### config.mk
export PLATFORM = sky130hd
export DESIGN_NAME = periph_bus_arbiter
export DESIGN_NICKNAME = d
export VERILOG_FILES = /design/src/rtl/periph_bus_arbiter.sv
export SDC_FILE = /design/constraint.sdc
export NUM_CORES = 1
export LEC_CHECK = 0
export CORE_UTILIZATION = 35
export DETAILED_ROUTE_END_ITERATION = 8
export PLACE_DENSITY = 0.7
export SETUP_SLACK_MARGIN = 0.3
export SYNTH_ARGS = -nofsm -noshare
export SYNTH_HDL_FRONTEND = slang
export SYNTH_SLANG_ARGS = --single-unit
### constraint.sdc
create_clock -name clk_125 -period 3.15 [get_ports clk_125]
set_input_delay 0.4725 -clock clk_125 [delete_from_list [all_inputs] [get_ports clk_125]]
set_output_delay 0.4725 -clock clk_125 [all_outputs]
set_load 0.01 [all_outputs]
### src/rtl/periph_bus_arbiter.sv
// periph_bus_arbiter: round-robin two-requester arbiter/sequencer for the 32-bit
// peripheral register bus, with read-response timeout and error reporting.
`default_nettype none

module periph_bus_arbiter #(
  parameter int TIMEOUT_CYC = 16
) (
  input  logic        clk_125,
  input  logic        rst_n_125,
  input  logic        m0_req,
  input  logic        m0_wr,
  input  logic [31:0] m0_addr,
  input  logic [31:0] m0_wdata,
  output logic        m0_ack,
  output logic [31:0] m0_rdata,
  output logic        m0_err,
  input  logic        m1_req,
  input  logic        m1_wr,
  input  logic [31:0] m1_addr,
  input  logic [31:0] m1_wdata,
  output logic        m1_ack,
  output logic [31:0] m1_rdata,
  output logic        m1_err,
  output logic [31:0] bus_addr,
  output logic [31:0] bus_wdata,
  output logic        bus_read_en,
  output logic        bus_write_en,
  input  logic [31:0] bus_rdata,
  input  logic        bus_rdata_en,
  output logic [15:0] timeout_cnt
);

  typedef enum logic [1:0] {
    S_IDLE    = 2'd0,
    S_ISSUE   = 2'd1,
    S_WAIT_RD = 2'd2,
    S_DONE    = 2'd3
  } state_t;

  localparam logic [7:0] TO_LAST = 8'(TIMEOUT_CYC - 1);

  state_t      state_q;
  logic        last_grant_q;
  logic        gnt_q;
  logic        wr_q;
  logic [7:0]  wait_cnt_q;
  logic [31:0] bus_addr_q;
  logic [31:0] bus_wdata_q;
  logic        bus_read_en_q;
  logic        bus_write_en_q;
  logic        m0_ack_q;
  logic [31:0] m0_rdata_q;
  logic        m0_err_q;
  logic        m1_ack_q;
  logic [31:0] m1_rdata_q;
  logic        m1_err_q;
  logic [15:0] timeout_cnt_q;

  logic        gnt_d;
  logic        fin_d;
  logic [31:0] fin_rdata_d;
  logic        fin_err_d;

  // On a tie the requester not granted last time wins; a lone request wins outright.
  assign gnt_d = (m0_req && m1_req) ? ~last_grant_q : m1_req;

  always_comb begin
    fin_d       = 1'b0;
    fin_rdata_d = 32'h0;
    fin_err_d   = 1'b0;
    case (state_q)
      S_ISSUE: fin_d = wr_q;
      S_WAIT_RD: begin
        if (bus_rdata_en) begin
          fin_d       = 1'b1;
          fin_rdata_d = bus_rdata;
        end else if (wait_cnt_q == TO_LAST) begin
          fin_d     = 1'b1;
          fin_err_d = 1'b1;
        end
      end
      default: fin_d = 1'b0;
    endcase
  end

  always_ff @(posedge clk_125 or negedge rst_n_125) begin
    if (!rst_n_125) begin
      state_q        <= S_IDLE;
      last_grant_q   <= 1'b1;
      gnt_q          <= 1'b0;
      wr_q           <= 1'b0;
      wait_cnt_q     <= 8'd0;
      bus_addr_q     <= 32'h0;
      bus_wdata_q    <= 32'h0;
      bus_read_en_q  <= 1'b0;
      bus_write_en_q <= 1'b0;
      m0_ack_q       <= 1'b0;
      m0_rdata_q     <= 32'h0;
      m0_err_q       <= 1'b0;
      m1_ack_q       <= 1'b0;
      m1_rdata_q     <= 32'h0;
      m1_err_q       <= 1'b0;
      timeout_cnt_q  <= 16'h0;
    end else begin
      bus_read_en_q  <= 1'b0;
      bus_write_en_q <= 1'b0;
      m0_ack_q       <= 1'b0;
      m1_ack_q       <= 1'b0;

      case (state_q)
        S_IDLE: begin
          if (m0_req || m1_req) begin
            gnt_q          <= gnt_d;
            last_grant_q   <= gnt_d;
            wr_q           <= gnt_d ? m1_wr : m0_wr;
            bus_addr_q     <= gnt_d ? m1_addr : m0_addr;
            bus_wdata_q    <= gnt_d ? m1_wdata : m0_wdata;
            bus_write_en_q <= gnt_d ? m1_wr : m0_wr;
            bus_read_en_q  <= gnt_d ? ~m1_wr : ~m0_wr;
            state_q        <= S_ISSUE;
          end
        end
        S_ISSUE: begin
          wait_cnt_q <= 8'd0;
          if (!wr_q) state_q <= S_WAIT_RD;
        end
        S_WAIT_RD: begin
          wait_cnt_q <= wait_cnt_q + 8'd1;
          if (fin_err_d && (timeout_cnt_q != 16'hFFFF))
            timeout_cnt_q <= timeout_cnt_q + 16'd1;
        end
        S_DONE: begin
          m0_rdata_q <= 32'h0;
          m0_err_q   <= 1'b0;
          m1_rdata_q <= 32'h0;
          m1_err_q   <= 1'b0;
          state_q    <= S_IDLE;
        end
        default: state_q <= S_IDLE;
      endcase

      // Completion from ISSUE (write) or WAIT_RD (read) lands the response on the owner only.
      if (fin_d) begin
        m0_ack_q   <= ~gnt_q;
        m1_ack_q   <= gnt_q;
        m0_rdata_q <= gnt_q ? 32'h0 : fin_rdata_d;
        m1_rdata_q <= gnt_q ? fin_rdata_d : 32'h0;
        m0_err_q   <= ~gnt_q & fin_err_d;
        m1_err_q   <= gnt_q & fin_err_d;
        state_q    <= S_DONE;
      end
    end
  end

  assign bus_addr     = bus_addr_q;
  assign bus_wdata    = bus_wdata_q;
  assign bus_read_en  = bus_read_en_q;
  assign bus_write_en = bus_write_en_q;
  assign m0_ack       = m0_ack_q;
  assign m0_rdata     = m0_rdata_q;
  assign m0_err       = m0_err_q;
  assign m1_ack       = m1_ack_q;
  assign m1_rdata     = m1_rdata_q;
  assign m1_err       = m1_err_q;
  assign timeout_cnt  = timeout_cnt_q;

endmodule

`default_nettype wire
==> impl_metrics.csv <==
group,metric,value,unit
grt,first_global_vias,5666,
sta,min_period,2.72,ns
critical_path,path_class,"flop to flop",
cts,cts_max_level,4,
critical_path,cp-startpoint,"state_q[0]",
drt,detail_route.iter0.violations,230,
synth,async_reset_ff_frac,1.00,
pwr,p_switching,2.92,mW
grt,grt-ovfl-total,0,
synth,synth_cell_types,46,
critical_path,path_buf_inv,1,
placement,numPortBuffers,316,
sta,fin_tns_setup,0,ns
drt,wl,19600,um
die,dieHeight,144,um
pwr,power_frac_comb,0.396,
critical_path,cp_slowest_cell,"or4b_4",
cts,cts_hold_buf,0,
critical_path,endpoint_kind,"flop",
pwr,leakagePower,4.74,nW
critical_path,crit_chain,"inv_1 -> ha_1 -> or4b_4 -> o31ai_4 -> nand2_4 -> nor2_8 -> a32o_1",
drt,via_per_inst,4.96,
drt,drtAntennaViolNets,0,
pwr,p_sw_frac,0.350,
critical_path,cp_num_cells,7,
sta,slew_headroom,0.555,
synth,syn_nets,759,
cts,cts_tree,"yes",
pwr,peakVddDrop,0.000489,V
cts,numClockSinks,163,
sta,finalMaxSlewViolations,0,
critical_path,cp_max_fo,34,
placement,routabilityCongestion,0.766,
cts,cts_made_buffers,17,
critical_path,required,3.49,ns
min_path,min_path_type,"primary input to async pin",
placement,place_ws,0.422,ns
critical_path,start_kind,"flop",
finish,syn_to_final_growth,56.9,%
placement,place_hpwl,14100,um
synth,synth_area,7050,um2
sta,finalWorstSetupSlack,0.431,ns
synth,yosys-top-cells-area,"dfrtp_1, mux2i_1, a32o_1",
job,drv_cap,0,
cts,cts_resized,0,
synth,synthFlopType,"dfrtp_1",
sta,post-route-period-util,0.863,
critical_path,worstPathArrival,3.06,ns
die,dieWidth,144,um
die,fp.dieArea,20700,um2
grt,grt_util_all_layers,0.191,
pwr,internal-power,5.43,mW
cts,insertion_delay,0.42,ns
sta,hold_violations,0,
die,io_pins,317,
critical_path,r2r_start,"state_q[0]",
die,rows,51,
outcome,status,"finished clean",
finish,layout_common_cells,"clkdlybuf4s50_1, dfrtp_1, nand2_1",
finish,final_common_cell,"clkdlybuf4s50_1",
die,coreArea,19600,um2
sta,fin_skew,0.0124,ns
cts,cts.path.max_buffers,2,
pwr,p_per_area,755,nW/um2
synth,syn_inst,586,
synth,yosys_warnings,0,
sta,rsz0062_at_grt,"yes",
cts,clk_pin_slew,0.07,ns
drt,dr.pass1.iters,5,
drt,num_vias,5778,
critical_path,rr_worst_depth,7,
critical_path,critPathMaxStageDelay,0.55,ns
synth,synth_top_area_frac,0.575,
cts,postCtsSetupRepairBufs,0,
synth,syn_area_per_cell,12.0,um2
sta,clock.fmax,368,MHz
synth,ys_seq_area_frac,0.579,
critical_path,path_delay_family,"simple AND/OR/NAND/NOR gates",
grt,grt_pass1_wl,30300,um
grt,antenna_found_initial,1,
pwr,clkPwrFrac,0.251,
sta,tightest_slew,0.668,ns
synth,synth_top_area_cell,"dfrtp_1",
synth,yosys_register_bits,163,
finish,nets,1058,
drt,drc_errors,0,
die,start_util,0.360,
grt,grt_max_degree,91,
finish,drive_gt1_frac,0.0646,
sta,finalSetupViolations,0,
pwr,seq_power_share,0.353,
synth,synth_edf_count,0,
drt,wl_per_cell,16.9,um
cts,root_buffer,"clkbuf_16",
==> worst reg2reg max path, cell delays in order (launching register included) <==
cell and delay [ns]:
dfrtp_1 0.41, inv_1 0.11, ha_1 0.36, or4b_4 0.56, o31ai_4 0.35, nand2_4 0.16, nor2_8 0.47, a32o_1 0.25
==> routing by layer <==
metal / part of all wire / GRT usage / up-vias
met3: 0.095 / 0.0766 / 22
met5: 0 / 0 / -
met2: 0.49 / 0.314 / 236
met4: 0.020 / 0.0599 / 0
met1: 0.39 / 0.227 / 2762
li1: - / - / 2758
==> kinds of logic after synthesis <==
family	Yosys count	share of synthesized area
AOI/OAI and AO/OA	156	0.164
DFF	163	0.579
adders and majority gates	6	0.0107
buffers and inverters	51	0.0405
and+or+nand+nor	127	0.0900
muxes	68	0.0969
xor gates and xnor gates	15	0.0186
==> final cells by class <==
class                      instances  area (um2)
antenna                            1        2.50
clock buffer                      17         425
clock inverter                    15         174
fill                            1712        8530
inverter                           6        22.5
multi-input combinational        372        2710
sequential                       163        4080
tap                              265         332
timing repair buffer             325        3310
==> metrics by stage <==
stage	hold WS, ns	utilization	cells	power [mW]	cell area [um2]
finish	0.0734	0.564	1164	8.35	11100
CTS	0.0918	0.564	1163	8.49	11100
global route	0.118	0.564	1164	8.90	11100
detailed placement	0.469	0.534	1131	6.33	10500
floorplan	0.177	-	586	4.71	7050
global placement	0.461	0.534	1131	6.28	10500
==> sequential cells by signal (all words and copies together) (netlist names) <==
signal / count
bus_addr: 32
bus_read_en: 1
bus_wdata: 32
bus_write_en: 1
gnt_q: 1
last_grant_q: 1
m0_ack: 1
m0_err: 1
m0_rdata: 32
m1_ack: 1
m1_err: 1
m1_rdata: 32
state_q: 2
timeout_cnt: 16
wait_cnt_q: 8
wr_q: 1
==> synthesized netlist by cell type, types with 2 or more instances <==
master,instances
nand2_1,81
and2_1,2
nand4_1,4
xnor2_1,14
a22oi_1,2
buf_2,6
o31ai_1,2
nand2b_1,2
a32o_1,64
buf_6,11
clkbuf_1,24
mux2i_1,66
and3_1,6
a31oi_1,2
o211ai_1,2
dfrtp_1,162
nor2_8,2
and3_2,2
mux2_2,2
ha_1,6
o21ai_0,71
buf_1,3
a22o_1,2
nor2_1,9
nand3_1,10
a21oi_1,4
inv_1,6
==> power groups by stage <==
| stage | sequential [mW] | clock, mW | combinational (mW) |
|---|---|---|---|
| 2_1_floorplan | 3.19 | 0 | 1.52 |
| 3_3_place_gp | 2.97 | 0 | 3.32 |
| 3_5_place_dp | 2.97 | 0 | 3.36 |
| 4_1_cts | 2.96 | 2.17 | 3.37 |
| 5_1_grt | 3.02 | 2.25 | 3.63 |
| 6_report | 2.95 | 2.09 | 3.31 |
==> path summary, 6_finish.rpt <==
kind / end / slack (ns)
min in group clk_125: bus_addr[21] / 0.48
min reg2reg: bus_addr[21] / 0.48
max: m0_rdata[12] / 0.43
max reg2reg: m0_rdata[12] / 0.43
min: timeout_cnt[9] / 0.07
max in group asynchronous: last_grant_q / 2.35
(Power assumes the default switching activity.)
